### src/rtl/sha256_msg_sched.sv
// SHA-256 message schedule: 16 words loaded, ROUNDS words W_t emitted. Optional abort: SHA256_SCHED_ABORT_EN.
// Latency: first W_t is valid the cycle after word 15 is accepted; then one word per cycle.
// Backpressure: w_ready=0 freezes the window and outputs; in_ready is low while emitting.
module sha256_msg_sched #(
  parameter int ROUNDS = 64
) (
  input  logic        clk,
  input  logic        rst,
`ifdef SHA256_SCHED_ABORT_EN
  input  logic        abort,
`endif
  input  logic        in_valid,
  output logic        in_ready,
  input  logic [31:0] in_word,
  output logic        w_valid,
  input  logic        w_ready,
  output logic [31:0] w_word,
  output logic [5:0]  w_idx,
  output logic        w_last,
  output logic        busy
);

  typedef enum logic [1:0] {IDLE, LOAD, EMIT} state_t;

  localparam logic [5:0] LAST_IDX = 6'(ROUNDS - 1);

  state_t      state, state_nxt;
  logic [31:0] win [16];
  logic [3:0]  cnt;
  logic [5:0]  t;
  logic        rdy_int;
  logic        load_fire;
  logic        emit_fire;
  logic        abort_fire;
  logic [31:0] w_next;

  function automatic logic [31:0] s0(input logic [31:0] x);
    return {x[6:0], x[31:7]} ^ {x[17:0], x[31:18]} ^ (x >> 3);
  endfunction

  function automatic logic [31:0] s1(input logic [31:0] x);
    return {x[16:0], x[31:17]} ^ {x[18:0], x[31:19]} ^ (x >> 10);
  endfunction

`ifdef SHA256_SCHED_ABORT_EN
  assign abort_fire = abort;
`else
  assign abort_fire = 1'b0;
`endif

  assign w_next = s1(win[14]) + win[9] + s0(win[1]) + win[0];

  always_ff @(posedge clk or posedge rst) begin
    if (rst) state <= IDLE;
    else     state <= state_nxt;
  end

  always_comb begin
    state_nxt = state;
    rdy_int   = 1'b0;
    w_valid   = 1'b0;
    load_fire = 1'b0;
    emit_fire = 1'b0;
    case (state)
      IDLE: begin
        rdy_int = 1'b1;
        if (in_valid) begin
          load_fire = 1'b1;
          state_nxt = LOAD;
        end
      end
      LOAD: begin
        rdy_int = 1'b1;
        if (in_valid) begin
          load_fire = 1'b1;
          if (cnt == 4'd15) state_nxt = EMIT;
        end
      end
      EMIT: begin
        w_valid = 1'b1;
        if (w_ready) begin
          emit_fire = 1'b1;
          if (t == LAST_IDX) state_nxt = IDLE;
        end
      end
      default: state_nxt = IDLE;
    endcase
    // Abort wins over any handshake in the same cycle.
    if (abort_fire) begin
      state_nxt = IDLE;
      load_fire = 1'b0;
      emit_fire = 1'b0;
    end
  end

  // Loading and emitting share one shift path; only the word entering win[15] differs.
  always_ff @(posedge clk or posedge rst) begin
    if (rst) begin
      cnt <= 4'd0;
      t   <= 6'd0;
      for (int k = 0; k < 16; k++) win[k] <= 32'd0;
    end else if (abort_fire) begin
      cnt <= 4'd0;
      t   <= 6'd0;
    end else begin
      if (load_fire || emit_fire) begin
        for (int k = 0; k < 15; k++) win[k] <= win[k+1];
        win[15] <= load_fire ? in_word : w_next;
      end
      if (load_fire) cnt <= cnt + 4'd1;
      if (emit_fire) t <= (t == LAST_IDX) ? 6'd0 : t + 6'd1;
    end
  end

  assign in_ready = rdy_int & ~rst;
  assign w_word   = win[0];
  assign w_idx    = t;
  assign w_last   = (state == EMIT) && (t == LAST_IDX);
  assign busy     = (state != IDLE);

endmodule

### config.mk
export PLATFORM = sky130hd
export DESIGN_NAME = sha256_msg_sched
export DESIGN_NICKNAME = d
export VERILOG_FILES = /design/src/rtl/sha256_msg_sched.sv
export SDC_FILE = /design/constraint.sdc
export NUM_CORES = 2
export LEC_CHECK = 0
export ABC_AREA = 1
export BUFFER_PORTS_ARGS = -buffer_cell sky130_fd_sc_hd__buf_2
export CAP_MARGIN = 25
export CELL_PAD_IN_SITES_DETAIL_PLACEMENT = 1
export CELL_PAD_IN_SITES_GLOBAL_PLACEMENT = 2
export CORE_MARGIN = 5
export CORE_UTILIZATION = 42
export DETAILED_ROUTE_END_ITERATION = 6
export PLACE_DENSITY_LB_ADDON = 0.1
export RECOVER_POWER = 50
export SLEW_MARGIN = 20
export SYNTH_ARGS = -nofsm -noshare
export SYNTH_HDL_FRONTEND = slang
export SYNTH_SLANG_ARGS = --single-unit
### constraint.sdc
create_clock -name clk -period 49.2 [get_ports clk]
set_clock_uncertainty 0.15 [all_clocks]
set_input_delay 2.46 -clock clk [delete_from_list [all_inputs] [get_ports clk]]
set_output_delay 2.46 -clock clk [all_outputs]
set_load 0.01 [all_outputs]
# Yosys cells after proc, flatten, opt, wreduce, memory -nomap -nowiden
# Index checks and enable logic that the tools add are counted.
dict set report classes {
  addsub 5
  mux 14
  bitwise 6
  reduce_logical 6
  eq_ne 9
}
# operator count
set ops {}
lappend ops {{$add A32 B32 Y32} 3}
lappend ops {{$xor A32 B32 Y32} 2}
lappend ops {{$mux W32} 1}
lappend ops {{$xor A32 B22 Y32} 1}
lappend ops {{$xor A32 B29 Y32} 1}
lappend ops {{$mux W2} 5}
lappend ops {{$ne A2 B2 Y1 const B} 5}
lappend ops {{$add A6 B1 Y6 const B} 1}
lappend ops {{$eq A6 B6 Y1 const B} 1}
lappend ops {{$mux W1} 6}
lappend ops {{$mux W6} 1}
lappend ops {{$pmux W2 S3} 1}
lappend ops {{$reduce_and A5 Y1} 1}
lappend ops {{$add A4 B1 Y4 const B} 1}
lappend ops {{$eq A4 B4 Y1 const B} 1}
lappend ops {{$eq A2 B1 Y1 const B} 1}
lappend ops {{$eq A2 B2 Y1 const B} 1}
lappend ops {{$logic_not A2 Y1} 1}
lappend ops {{$reduce_bool A2 Y1} 1}
lappend ops {{$reduce_or A2 Y1} 1}
lappend ops {{$and A1 B1 Y1} 1}
lappend ops {{$logic_and A1 B1 Y1} 1}
lappend ops {{$logic_or A1 B1 Y1} 1}
lappend ops {{$not A1 Y1} 1}
dict set report totals {
  word_cells 59
  out_inout_bits 42
  reg_bits 524
}

# Logic depth before layout (Yosys ltp)
dict set report logic_depth {
  ltp_word 6
  mapped_depth 21
  depth_no_buf 20
}

# Worst setup path before layout
# OpenSTA, ideal clock, no wires.
dict set report synth_path {
  kind {input to output}
  start {input rst}
  end {output in_ready}
  stages 1
  arrival_time_ps 2617
  slack_ps 43973
  required_ps 46590
  path_cell_list {nor2_1}
}
dict set report synth_via {
  elab_chain_len 2
}
# element line
set synth_rtl {}
lappend synth_rtl {{from (decl)} 8} ;# input logic rst,
lappend synth_rtl {{$not A1 Y1} 115} ;# assign in_ready = rdy_int & ~rst;
lappend synth_rtl {{$and A1 B1 Y1} 115}
lappend synth_rtl {{to (decl)} 13} ;# output logic in_ready,
# No other way between the ends.

# Worst setup path in the final report
dict set report layout_path {
  start {input in_valid}
  end {register win[235] (netlist bit)}
}
dict set report layout_via {
  elab_chain_len 3
}
# element line
set layout_rtl {}
lappend layout_rtl {{from (decl)} 12} ;# input logic in_valid,
lappend layout_rtl {{$mux W1} {67, 74}}
lappend layout_rtl {{$mux W1} n/a}
lappend layout_rtl {{$logic_or A1 B1 Y1} 106} ;# if (load_fire || emit_fire) begin
lappend layout_rtl {{to (decl)} 28} ;# logic [31:0] win [16];
# No other way between the ends.
# A chain may end at the register's enable or synchronous reset.

==> flow_metrics.env <==
export IMPL_status="finished with violations"
export IMPL_violations="capacitance limit, slew limit"
export IMPL_hold_viol=0
export IMPL_cp_required_ns=49.48
export IMPL_place_congestion=0.8758
export IMPL_cts_clk_slew_worst_paths_ns=0.06
export IMPL_grt_pass1_vias=19530
export IMPL_ff_latch_area_um2=13110
export IMPL_clock_latency_ns=0.65
export IMPL_cts_buffers=57
export IMPL_grtUsageMet2_pct=34.23
export IMPL_first_pass_iters=7
export IMPL_ys_flop_type="dfrtp_1"
export IMPL_vias_per_cell=4.896
export IMPL_synth_cell_types=30
export IMPL_critPathMaxFanout=204
export IMPL_cts_tree="done"
export IMPL_async_flop_share_pct=100.0
export IMPL_drt_iter0_drc=1390
export IMPL_synthTopCellsByArea="dfrtp_1 52%, nand2_1 22%, fa_1 4.9%, inv_1 4.3%, xnor2_1 2.4%"
export IMPL_grt_overflow_total=0
export IMPL_layout_drive_gt1_share_pct=4.896
export IMPL_synth_common_cells="1455 x nand2_1, 524 x dfrtp_1, 289 x inv_1, 115 x o21ai_0, 83 x buf_2"
export IMPL_rows=90
export IMPL_hold_class="reg2reg"
export IMPL_drv_slew=759
export IMPL_yosysWarnings=0
export IMPL_route_detailed_drc=0
export IMPL_worstPathArrival_ns=15.92
export IMPL_grt_max_degree=205
export IMPL_rsz0062_at_grt="false"
export IMPL_cts_root_buf="clkbuf_16"
export IMPL_syn_area_um2=25400
export IMPL_synth_avg_cell_area_um2=8.326
export IMPL_dp_hpwl_mm=50.03
export IMPL_clock_sinks=524
export IMPL_die_x_um=255.9
export IMPL_wirelength_mm=71.19
export IMPL_io_pin_count=78
export IMPL_nets=3133
export IMPL_grt_met3_usage_pct=3.660
export IMPL_syn2layout_area_growth_pct=8.390
export IMPL_worstMarginPinSlew_ns=5.952
export IMPL_synth_top_area_share_pct=51.63
export IMPL_path_class="in2reg"
export IMPL_die_area_um2=65480
export IMPL_finalSetupTns_ns=0
export IMPL_wl_per_cell_um=18.61
export IMPL_fmax_mhz=63.93
export IMPL_netlist_top_cell_by_area="dfrtp_1"
export IMPL_ys_seq_area_share_pct=51.63
export IMPL_min_period_ns=15.64
export IMPL_diodes=0
export IMPL_fin_crit_sh_pct=31.79
export IMPL_synth_cells=3050
export IMPL_grtUsageTotal_pct=21.94
export IMPL_numPortBuffers=77
export IMPL_grt_util_met1_pct=32.54
export IMPL_cp_start_kind="input pin"
export IMPL_ys_ff_latch=524
export IMPL_cts_setup_buffers=0
export IMPL_synth_edf_count=0
export IMPL_endpoint_kind="register"
export IMPL_maxCapViolations=8
export IMPL_htree_num_levels=2
export IMPL_multi_input_area_um2=9995
export IMPL_vias=18730
export IMPL_cts_hold_buf=0
export IMPL_finalSetupViolCount=0
export IMPL_nFillCells=7203
export IMPL_initial_core_util_pct=42.23
export IMPL_grt_pass1_wl_mm=113.9
export IMPL_cts_buffer_depth=3
export IMPL_syn_nets=3181
export IMPL_core_area_um2=60130
export IMPL_ant_nets=0
export IMPL_synth_most_common_cell="nand2_1"
export IMPL_antenna_found_initial=0
export IMPL_grt_busiest_layer="met2"
export IMPL_cts_resized_gates=0
export IMPL_relSlewSlack_pct=-296.8
export IMPL_fp_dieH_um=255.9
area by class of cell:
cell class | instances | area share, %
multi-input cells | 2032 | 36.31
inverters | 293 | 4.009
repair buffers | 94 | 1.605
clock buffers | 78 | 5.868
well taps | 782 | 3.555
clock inverters | 22 | 1.018
flip-flops and latches | 524 | 47.64
routing by layer:
metal | part of all wire, % | vias up
met5 | 0 | -
met4 | 2.0 | 0
met3 | 4.4 | 80
met2 | 46 | 292
met1 | 48 | 9360
li1 | - | 8996
final timing paths:
check / cells past startpoint / endpoint / startpoint / slack [ns]
max: 8 / win[235] / in_valid / 33.56
min in group asynchronous: 2 / state[0] / rst / 3.47
min reg2reg: 2 / win[36] / win[4] / 0.28
max in group asynchronous: 3 / w_word[15] / rst / 39.57
min: 2 / win[36] / win[4] / 0.28
max reg2reg: 8 / win[235] / state[1] / 35.10
kinds of logic after synthesis:
kind of cell | Yosys count | share of synthesized area [%]
AO/OA/AOI/OAI | 218 | 4.385
XOR/XNOR | 134 | 4.621
adder cells (fa/ha/maj) | 95 | 6.513
buffers and inverters | 494 | 8.854
flip-flops | 524 | 51.63
AND/OR/NAND/NOR | 1585 | 23.99
critical path, cell delays in order:
cell	delay [ns]
clkbuf_1	0.12
nand2_1	0.35
clkbuf_1	0.72
nand2_1	2.82
clkinvlp_2	6.66
buf_4	2.05
nand2_1	0.18
o21ai_1	0.08
flip-flops by register name, summed over array words and instances, names as in the netlist:
| name | cells |
|---|---|
| cnt | 4 |
| state | 2 |
| w_idx | 6 |
| w_word | 32 |
| win | 480 |
through the flow:
stage                     util (%)  hold slack [ns]  std cells  setup slack [ns]  area (µm²)
after floorplan                  -           0.2922       3050             31.95       25400
after global placement       42.84           0.3034       3724             42.32       25760
after detailed placement     42.84           0.3084       3724             42.23       25760
after CTS                    45.99           0.2818       3824             42.92       27660
after global routing         45.78           0.3088       3825             31.97       27530
final                        45.78           0.2834       3825             33.56       27530
cell usage in the layout, fill, tap and decap left out, types with 2 or more instances in the layout:
cell type / Yosys / routed
clkinv_16: 0 / 2
clkinvlp_2: 0 / 3
o21bai_1: 2 / 2
clkbuf_1: 51 / 57
clkinvlp_4: 0 / 2
or2_2: 7 / 7
clkbuf_16: 0 / 57
clkinv_2: 0 / 12
clkbuf_8: 0 / 11
bufinv_16: 0 / 4
a21oi_1: 29 / 29
a31oi_1: 10 / 10
nand2_1: 1455 / 1456
buf_4: 58 / 12
inv_2: 2 / 2
nand3_1: 54 / 54
ha_1: 33 / 33
xor2_1: 65 / 65
buf_2: 83 / 35
nor2_1: 56 / 58
o21ai_0: 115 / 140
xnor2_1: 69 / 69
fa_1: 62 / 62
nand4_1: 2 / 2
o21ai_1: 60 / 35
nor3_1: 6 / 6
inv_1: 289 / 288
dfrtp_1: 524 / 524
Power is not shown: default switching activity piles up to over one toggle a cycle in this logic, so the estimate is an artifact.
